`src/rtl/ioctl_download_tx.sv`:
```
// Host-side MiSTer ioctl download source: turns a valid/ready byte stream into
// ioctl_wr strobes framed by a PRE/POST download window, honouring ioctl_wait.
module ioctl_download_tx #(
   parameter int PRE_CYCLES  = 16,
   parameter int POST_CYCLES = 16,
   parameter int WR_GAP      = 3
) (
   input  logic        clk_sys,
   input  logic        reset,
   input  logic        start,
   input  logic [7:0]  index,
   input  logic [24:0] length,
   input  logic        src_valid,
   input  logic [7:0]  src_data,
   output logic        src_ready,
   input  logic        ioctl_wait,
   output logic        ioctl_download,
   output logic        ioctl_wr,
   output logic [24:0] ioctl_addr,
   output logic [7:0]  ioctl_dout,
   output logic [7:0]  ioctl_index,
   output logic        busy,
   output logic        done
);

   typedef enum logic [2:0] {
      S_IDLE,
      S_PRE,
      S_FETCH,
      S_WRITE,
      S_GAP,
      S_POST
   } state_t;

   localparam logic [15:0] PRE_LAST  = 16'(PRE_CYCLES - 1);
   localparam logic [15:0] POST_LAST = 16'(POST_CYCLES - 1);
   localparam logic [15:0] GAP_LAST  = 16'(WR_GAP - 1);

   state_t      state, state_n;
   logic [15:0] cnt;
   logic        cnt_clr;
   logic [24:0] remaining;
   logic        gap_last;
   logic        fetch_hs;

   // The gap counter saturates so a long ioctl_wait stall keeps gap_last true.
   assign gap_last       = (cnt >= GAP_LAST);
   assign fetch_hs       = (state == S_FETCH) && src_valid && !ioctl_wait;
   assign busy           = (state != S_IDLE);
   assign ioctl_download = busy;

   always_comb begin
      state_n   = state;
      cnt_clr   = 1'b0;
      src_ready = 1'b0;
      ioctl_wr  = 1'b0;
      done      = 1'b0;
      case (state)
         S_IDLE: begin
            if (start) begin
               state_n = S_PRE;
               cnt_clr = 1'b1;
            end
         end
         S_PRE: begin
            if (cnt == PRE_LAST) begin
               cnt_clr = 1'b1;
               state_n = (remaining != 25'd0) ? S_FETCH : S_POST;
            end
         end
         S_FETCH: begin
            src_ready = !ioctl_wait;
            if (src_valid && !ioctl_wait) state_n = S_WRITE;
         end
         S_WRITE: begin
            ioctl_wr = 1'b1;
            cnt_clr  = 1'b1;
            state_n  = S_GAP;
         end
         S_GAP: begin
            if (gap_last && !ioctl_wait) begin
               cnt_clr = 1'b1;
               state_n = (remaining != 25'd0) ? S_FETCH : S_POST;
            end
         end
         S_POST: begin
            if (cnt == POST_LAST) begin
               cnt_clr = 1'b1;
               done    = 1'b1;
               state_n = S_IDLE;
            end
         end
         default: state_n = S_IDLE;
      endcase
   end

   always_ff @(posedge clk_sys or posedge reset) begin
      if (reset) begin
         state <= S_IDLE;
         cnt   <= 16'd0;
      end else begin
         state <= state_n;
         if (cnt_clr)
            cnt <= 16'd0;
         else if (busy && cnt != 16'hFFFF)
            cnt <= cnt + 16'd1;
      end
   end

   always_ff @(posedge clk_sys or posedge reset) begin
      if (reset) begin
         remaining   <= 25'd0;
         ioctl_addr  <= 25'd0;
         ioctl_dout  <= 8'd0;
         ioctl_index <= 8'd0;
      end else begin
         if (state == S_IDLE && start) begin
            ioctl_index <= index;
            remaining   <= length;
            ioctl_addr  <= 25'd0;
         end
         if (fetch_hs)
            ioctl_dout <= src_data;
         if (state == S_WRITE)
            remaining <= remaining - 25'd1;
         // Address advances only when another byte follows, so it ends at length-1.
         if (state == S_GAP && gap_last && !ioctl_wait && remaining != 25'd0)
            ioctl_addr <= ioctl_addr + 25'd1;
      end
   end

endmodule

```
`config.mk`:
```
export PLATFORM = sky130hd
export DESIGN_NAME = ioctl_download_tx
export DESIGN_NICKNAME = d
export VERILOG_FILES = /design/src/rtl/ioctl_download_tx.sv
export SDC_FILE = /design/constraint.sdc
export NUM_CORES = 1
export LEC_CHECK = 0
export ABC_AREA = 1
export CORE_MARGIN = 5
export CORE_UTILIZATION = 55
export DETAILED_ROUTE_END_ITERATION = 8
export GPL_TIMING_DRIVEN = 0
export PLACE_DENSITY = 0.82
export SLEW_MARGIN = 0
export SYNTH_ARGS = -nofsm -noshare
export SYNTH_HDL_FRONTEND = slang
export SYNTH_SLANG_ARGS = --single-unit
```
`constraint.sdc`:
```
create_clock -name clk_sys -period 8.9 [get_ports clk_sys]
set_input_delay 2.225 -clock clk_sys [delete_from_list [all_inputs] [get_ports clk_sys]]
set_output_delay 2.225 -clock clk_sys [all_outputs]
set_load 0.005 [all_outputs]
```
# Word-level counts from Yosys, hierarchy flattened
# Index checks and enable logic that the tools add are counted.
# op_classes
muxes	20
bitwise_logic	0
multipliers	0
n_addsub	3
shifts	0
order_cmp	1
n_div	0
n_reduce_logical	18
n_eq_ne	12
# op_table
operator	count
25-bit 2-to-1 mux	4
16-bit 2-to-1 mux	2
25-bit by 1-bit adder with 25-bit output, second input constant	1
25-bit nonzero test	1
25-bit by 1-bit subtractor with 25-bit output, second input constant	1
3-bit 2-to-1 mux	6
3-bit case mux with 6 select lines	1
16-bit by 1-bit adder with 16-bit output, second input constant	1
16-bit by 4-bit == test with 1-bit output, second input constant	1
16-bit by 2-bit >= comparator with 1-bit output, second input constant	1
16-bit inequality test, second input constant	1
1-bit logical AND	9
2-bit inequality test, second input constant	4
3-bit by 2-bit == test with 1-bit output, second input constant	2
3-bit == test, second input constant	2
1-bit 2-to-1 mux	6
2-bit nonzero test	3
5-bit AND reduction	1
1-bit case mux with 4 select lines	1
3-bit by 1-bit == test with 1-bit output, second input constant	1
3-bit zero test	1
3-bit nonzero test	1
2-bit by 1-bit inequality test with 1-bit output, second input constant	1
2-bit OR reduction	1
1-bit zero test	1
# totals
memories	0
mem_bits_rw	0
regBits	85
latchBits	0
out_inout_bits	46
rom_bits	0

# Depth between registers and ports, before layout
# logic_depth
ltp_word	5
ltp_mapped	12
ltp_nobuf	11

# Worst setup path before layout
# No wires, ideal clock.
# synth_timing
path_type	input port to output port
start	in ioctl_wait
end	out src_ready
path_stages	1
slack_ns	4.281
t_required_ns	6.675
t_arrival_ns	2.394
path_buffers	0
cell_sequence	nor2_4
# synth_via
elab_chain_len	2
# synth_rtl
item	line_no	source
start, declared	16	input logic ioctl_wait,
1-bit zero test	72	src_ready = !ioctl_wait;
1-bit 2-to-1 mux	58	case (state)
end, declared	15	output logic src_ready,
# Every way passes these cells.

# Final worst setup path
# Same ends and word-level chain as after synthesis.

==> metrics list <==
- The finished layout holds 1,038 standard cells, fillers aside.
- Type of origin of the critical path: input pin
- Class of the tightest hold or removal check: reg -> reg
- Among all cell types in the netlist, the one instantiated most often is sky130_fd_sc_hd__nand2_1.
- Detailed routing inserted a total of 5,533 vias.
- Area growth from synthesis to final layout: 24.2%
- Net Switching: 685 uW
- Cell type contributing the most total cell area after synthesis: sky130_fd_sc_hd__dfrtp_1
- Die area: 11,900 um^2
- Critical-path maximum fanout: 10
* Startpoint of the lowest-slack hold path: ioctl_dout[6]
* Area of the core: 9680 um^2
- The initial antenna violation count is 0.
- In the synthesized netlist, the cells that appear most often are sky130_fd_sc_hd__nand2_1 (286), sky130_fd_sc_hd__nor2_1 (119), sky130_fd_sc_hd__nand3_1 (99).
- Total setup buffers inserted after CTS: 0
- Per report_power, the clock group accounts for 18.1% of the total.
* Number of hold buffers added after CTS: 0
* Share of the clock period used by the worst path: 64.0%
- Number of H-tree branching levels: 3
* Family of cells with the greatest summed delay on the critical path: buffers and inverters
- Cells with a size suffix above 1 make up 8.29% of the layout.
* Total inserted antenna cells: 0
- Post-synthesis xor/xnor area fraction: 1.94%
- Synthesized-area fraction occupied by adder cells: 0.925%
* Proportion of total power due to net switching: 42.3%
- The largest individual stage delay along the critical path comes from the cell sky130_fd_sc_hd__clkdlybuf4s50_1.
* Arrival time of the worst setup path: 3.47 ns
* Internal power: 936 uW
- Remaining antenna violation count after routing: 0
* Origin of the critical flop-to-flop path: remaining[0]
- Data required, critical path: 6.68 ns
- I/O Pins: 92
* Critical path endpoint category: primary output
- Setup violation total in the final timing report: 0
- Netlist cell types: 38
* Skew final: 0.00505 ns
* Deepest clock path buffer count: 2
- Static timing analysis puts the maximum clock frequency at 175 MHz.
- Row generation in the floorplan step produced 36 rows.
- Dividing the detail-routed via count by the number of cells gives 5.33.
- The tool flagged a number of max-cap violations equal to 0.
- Summed over all failing endpoints, the final setup total negative slack is 0 ns.
* All-Layer GR Usage: 24.5%
* Final layout net count: 950
* Post-synth EDFFs: 0
* Tightest slew margin relative to the limit: 65.6%
- Clock tree synthesis selected as its root buffer the cell sky130_fd_sc_hd__clkbuf_8.
- Syn nets: 848
- For this run, the detailed router's first-pass iteration total came to 5.
* Power share of the combinational group: 45.1%
- X dimension of the die: 109 um
- Average cell area after synthesis: 6.78 um^2
- Unrepaired setup endpoints after global routing: false
- Worst setup startpoint: ioctl_wait
* Critical Path Most Common Cell: sky130_fd_sc_hd__clkdlybuf4s50_1
- The Yosys step of the flow raised 0 warnings.
- Entering global routing, the biggest net connects 65 pins.
- In this run the biggest area consumer among cell types represents 39.3% of the synthesized area.
- Hold Violations, Final: 0
* Number of storage elements in the synthesis netlist: 85
- Number of cells produced by synthesis: 798
- Bufs and invs on worst path: 2
- TritonCTS built the clock tree.
- The first global-routing pass estimated 23,400 um of wire.
- LEAKAGE: 3.21 nW
- Critical setup path kind: in -> out
- The number of global-route vias before repair was 5,238.
* Number of CTS-inserted buffers: 9
* Insertion delay to the later sink of the worst-skew pair: 0.36 ns
* Pin slew with the least headroom to its limit: 0.516 ns
* Final min period: 5.70 ns
- Min setup slack post-route: 3.20 ns
- Final Slew Violations: 0
- For this run the aggregate overflow at the end of global routing stands at 0.
* Top_reg_cell synth: sky130_fd_sc_hd__dfrtp_1
* Leading post-synthesis cells by cell area: sky130_fd_sc_hd__dfrtp_1 (39%), sky130_fd_sc_hd__nand2_1 (20%), sky130_fd_sc_hd__nand3_1 (9.2%)
* Async set-reset flop share out of synthesis: 100%
- Once the floorplan was initialized, standard cells occupied 55.9% of the core.
- Average wire per cell in the routed design: 13.6 um
* Multi-input combinational cell area: 2890 um^2
* Cell count after placement: 1,022
- Status: completed
- The signal on the critical path passes through clkdlybuf4s50_1 > nor2_4 > clkdlybuf4s50_1.
- In the routed design, unresolved DRC markers number 0.
* Height of the chip: 109 um
- Worst vdd ir: 0.155 mV
- Summing all flip-flop and latch instances after layout gives 2130 um^2.
* Mapped Area: 5410 um^2
- Peak per-stage delay on the critical path: 0.55 ns
* Fraction of the mapped netlist area in compound gates: 4.86%
- Hold is met by 0.478 ns.
* Simple logic cell fraction of the synthesized area: 45.8%
* Post-cts sizing count: 0
- After the first detailed-routing iteration, the DRC count stood at 365.
- After filler insertion, the fill cell instance count of the layout stands at 816.
* Combinational family with the most area after synthesis: simple AND/OR/NAND/NOR gates
- Estimated wirelength of the detail-placed design: 10,800 um
* Routability-driven placement congestion ratio: 0.919
- The count of buffers added on input and output ports is 90.
* Fraction of the yosys area taken by sequential cells: 39.3%
- Sequential cells burn 36.8% of the power.
- Power spread over the standard cell area amounts to 241 nW/um^2.
* Clock-pin slew reported for the worst setup and hold paths after clock tree synthesis: 0.08 ns
- Setup Slack @ Placement: 3.19 ns
* Mux share of post-synthesis cell area: 0%
- Counting every sink on the clock net gives 85.
* Routed Wire Length: 14,100 um
[sequential cells by signal, indices dropped and copies added (netlist names)]
register / cells
ioctl_addr: 25
remaining: 25
cnt: 16
ioctl_dout: 8
ioctl_index: 8
state: 3
[power groups by stage]
stage / Sequential, mW / Clock (mW) / Combinational, mW
global placement: 0.595 / 0 / 0.697
floorplan: 0.584 / 0 / 0.476
finish: 0.596 / 0.294 / 0.732
CTS: 0.593 / 0.298 / 0.732
global route: 0.612 / 0.314 / 0.821
detailed placement: 0.599 / 0 / 0.728
[cell type report]
class	count	area share [%]
inverters	70	3.95
repair buffers	91	13.8
well taps	133	2.48
clock buffers	13	2.51
plain buffers	19	1.90
multi-input cells	624	43.1
clock inverters	3	0.633
flip-flops and latches	85	31.7
[path summary, 6_finish.rpt]
check | end | slack [ns] | depth (start not counted)
worst min-delay path | ioctl_dout[6] | 0.48 | 2
min in group asynchronous | ioctl_addr[9] | 2.17 | 2
worst max register to register | remaining[18] | 7.12 | 9
max in group asynchronous | remaining[12] | 6.11 | 3
worst min register to register | ioctl_dout[6] | 0.48 | 2
worst max-delay path | src_ready | 3.20 | 3
[per-layer routing]
metal | vias to the layer above | global-route usage, % | share of wire [%]
li1 | 2747 | - | -
met4 | 0 | 9.26 | 1.8
met5 | - | 0 | 0
met1 | 2577 | 31.1 | 43
met2 | 192 | 42.2 | 49
met3 | 17 | 3.85 | 6.4
[through the flow]
stage                     instance area (um^2)  util (%)  power [mW]
final                                     6720      69.4        1.62
after CTS                                 6720      69.4        1.62
after global routing                      6720      69.4        1.75
after floorplan                           5410         -        1.06
after detailed placement                  6510      67.2        1.33
after global placement                    6480      66.9        1.29
[cells by family (layout without fill, tap and decap cells)]
group / Yosys count / after routing
and+or+nand+nor: 567 / 567
buffers and inverters: 89 / 196
DFF: 85 / 85
AOI/OAI and AO/OA: 41 / 41
xor gates and xnor gates: 12 / 12
adders and majority gates: 4 / 4
[placed cells by master (no fill, tap or decap), types with 2 or more instances in the layout]
| cell type | synthesis | final |
|---|---|---|
| sky130_fd_sc_hd__a21o_1 | 4 | 4 |
| sky130_fd_sc_hd__a21oi_1 | 6 | 6 |
| sky130_fd_sc_hd__a31o_2 | 2 | 2 |
| sky130_fd_sc_hd__buf_2 | 6 | 6 |
| sky130_fd_sc_hd__buf_6 | 6 | 6 |
| sky130_fd_sc_hd__clkbuf_1 | 5 | 6 |
| sky130_fd_sc_hd__clkbuf_8 | 0 | 12 |
| sky130_fd_sc_hd__clkdlybuf4s50_1 | 0 | 90 |
| sky130_fd_sc_hd__dfrtp_1 | 85 | 85 |
| sky130_fd_sc_hd__ha_1 | 4 | 4 |
| sky130_fd_sc_hd__inv_1 | 63 | 62 |
| sky130_fd_sc_hd__inv_2 | 6 | 6 |
| sky130_fd_sc_hd__nand2_1 | 286 | 286 |
| sky130_fd_sc_hd__nand2_2 | 8 | 8 |
| sky130_fd_sc_hd__nand3_1 | 99 | 99 |
| sky130_fd_sc_hd__nand3_2 | 3 | 3 |
| sky130_fd_sc_hd__nand3b_1 | 2 | 2 |
| sky130_fd_sc_hd__nand4_1 | 19 | 19 |
| sky130_fd_sc_hd__nor2_1 | 119 | 119 |
| sky130_fd_sc_hd__nor2_2 | 13 | 13 |
| sky130_fd_sc_hd__nor2_4 | 7 | 7 |
| sky130_fd_sc_hd__nor3_1 | 4 | 4 |
| sky130_fd_sc_hd__o211ai_1 | 9 | 9 |
| sky130_fd_sc_hd__o21ai_0 | 13 | 13 |
| sky130_fd_sc_hd__o22ai_1 | 2 | 2 |
| sky130_fd_sc_hd__or2_2 | 3 | 3 |
| sky130_fd_sc_hd__xnor2_1 | 3 | 3 |
| sky130_fd_sc_hd__xor2_1 | 9 | 9 |
[worst register-to-register path, delay by kind of cell, from the launching register on]
family                     cells  cell delay [ns]
and+or+nand+nor                7             0.97
DFF                            1             0.36
buffers and inverters          1             0.11
adders and majority gates      1             0.23
Note: power is estimated with default switching activity, not from simulation.
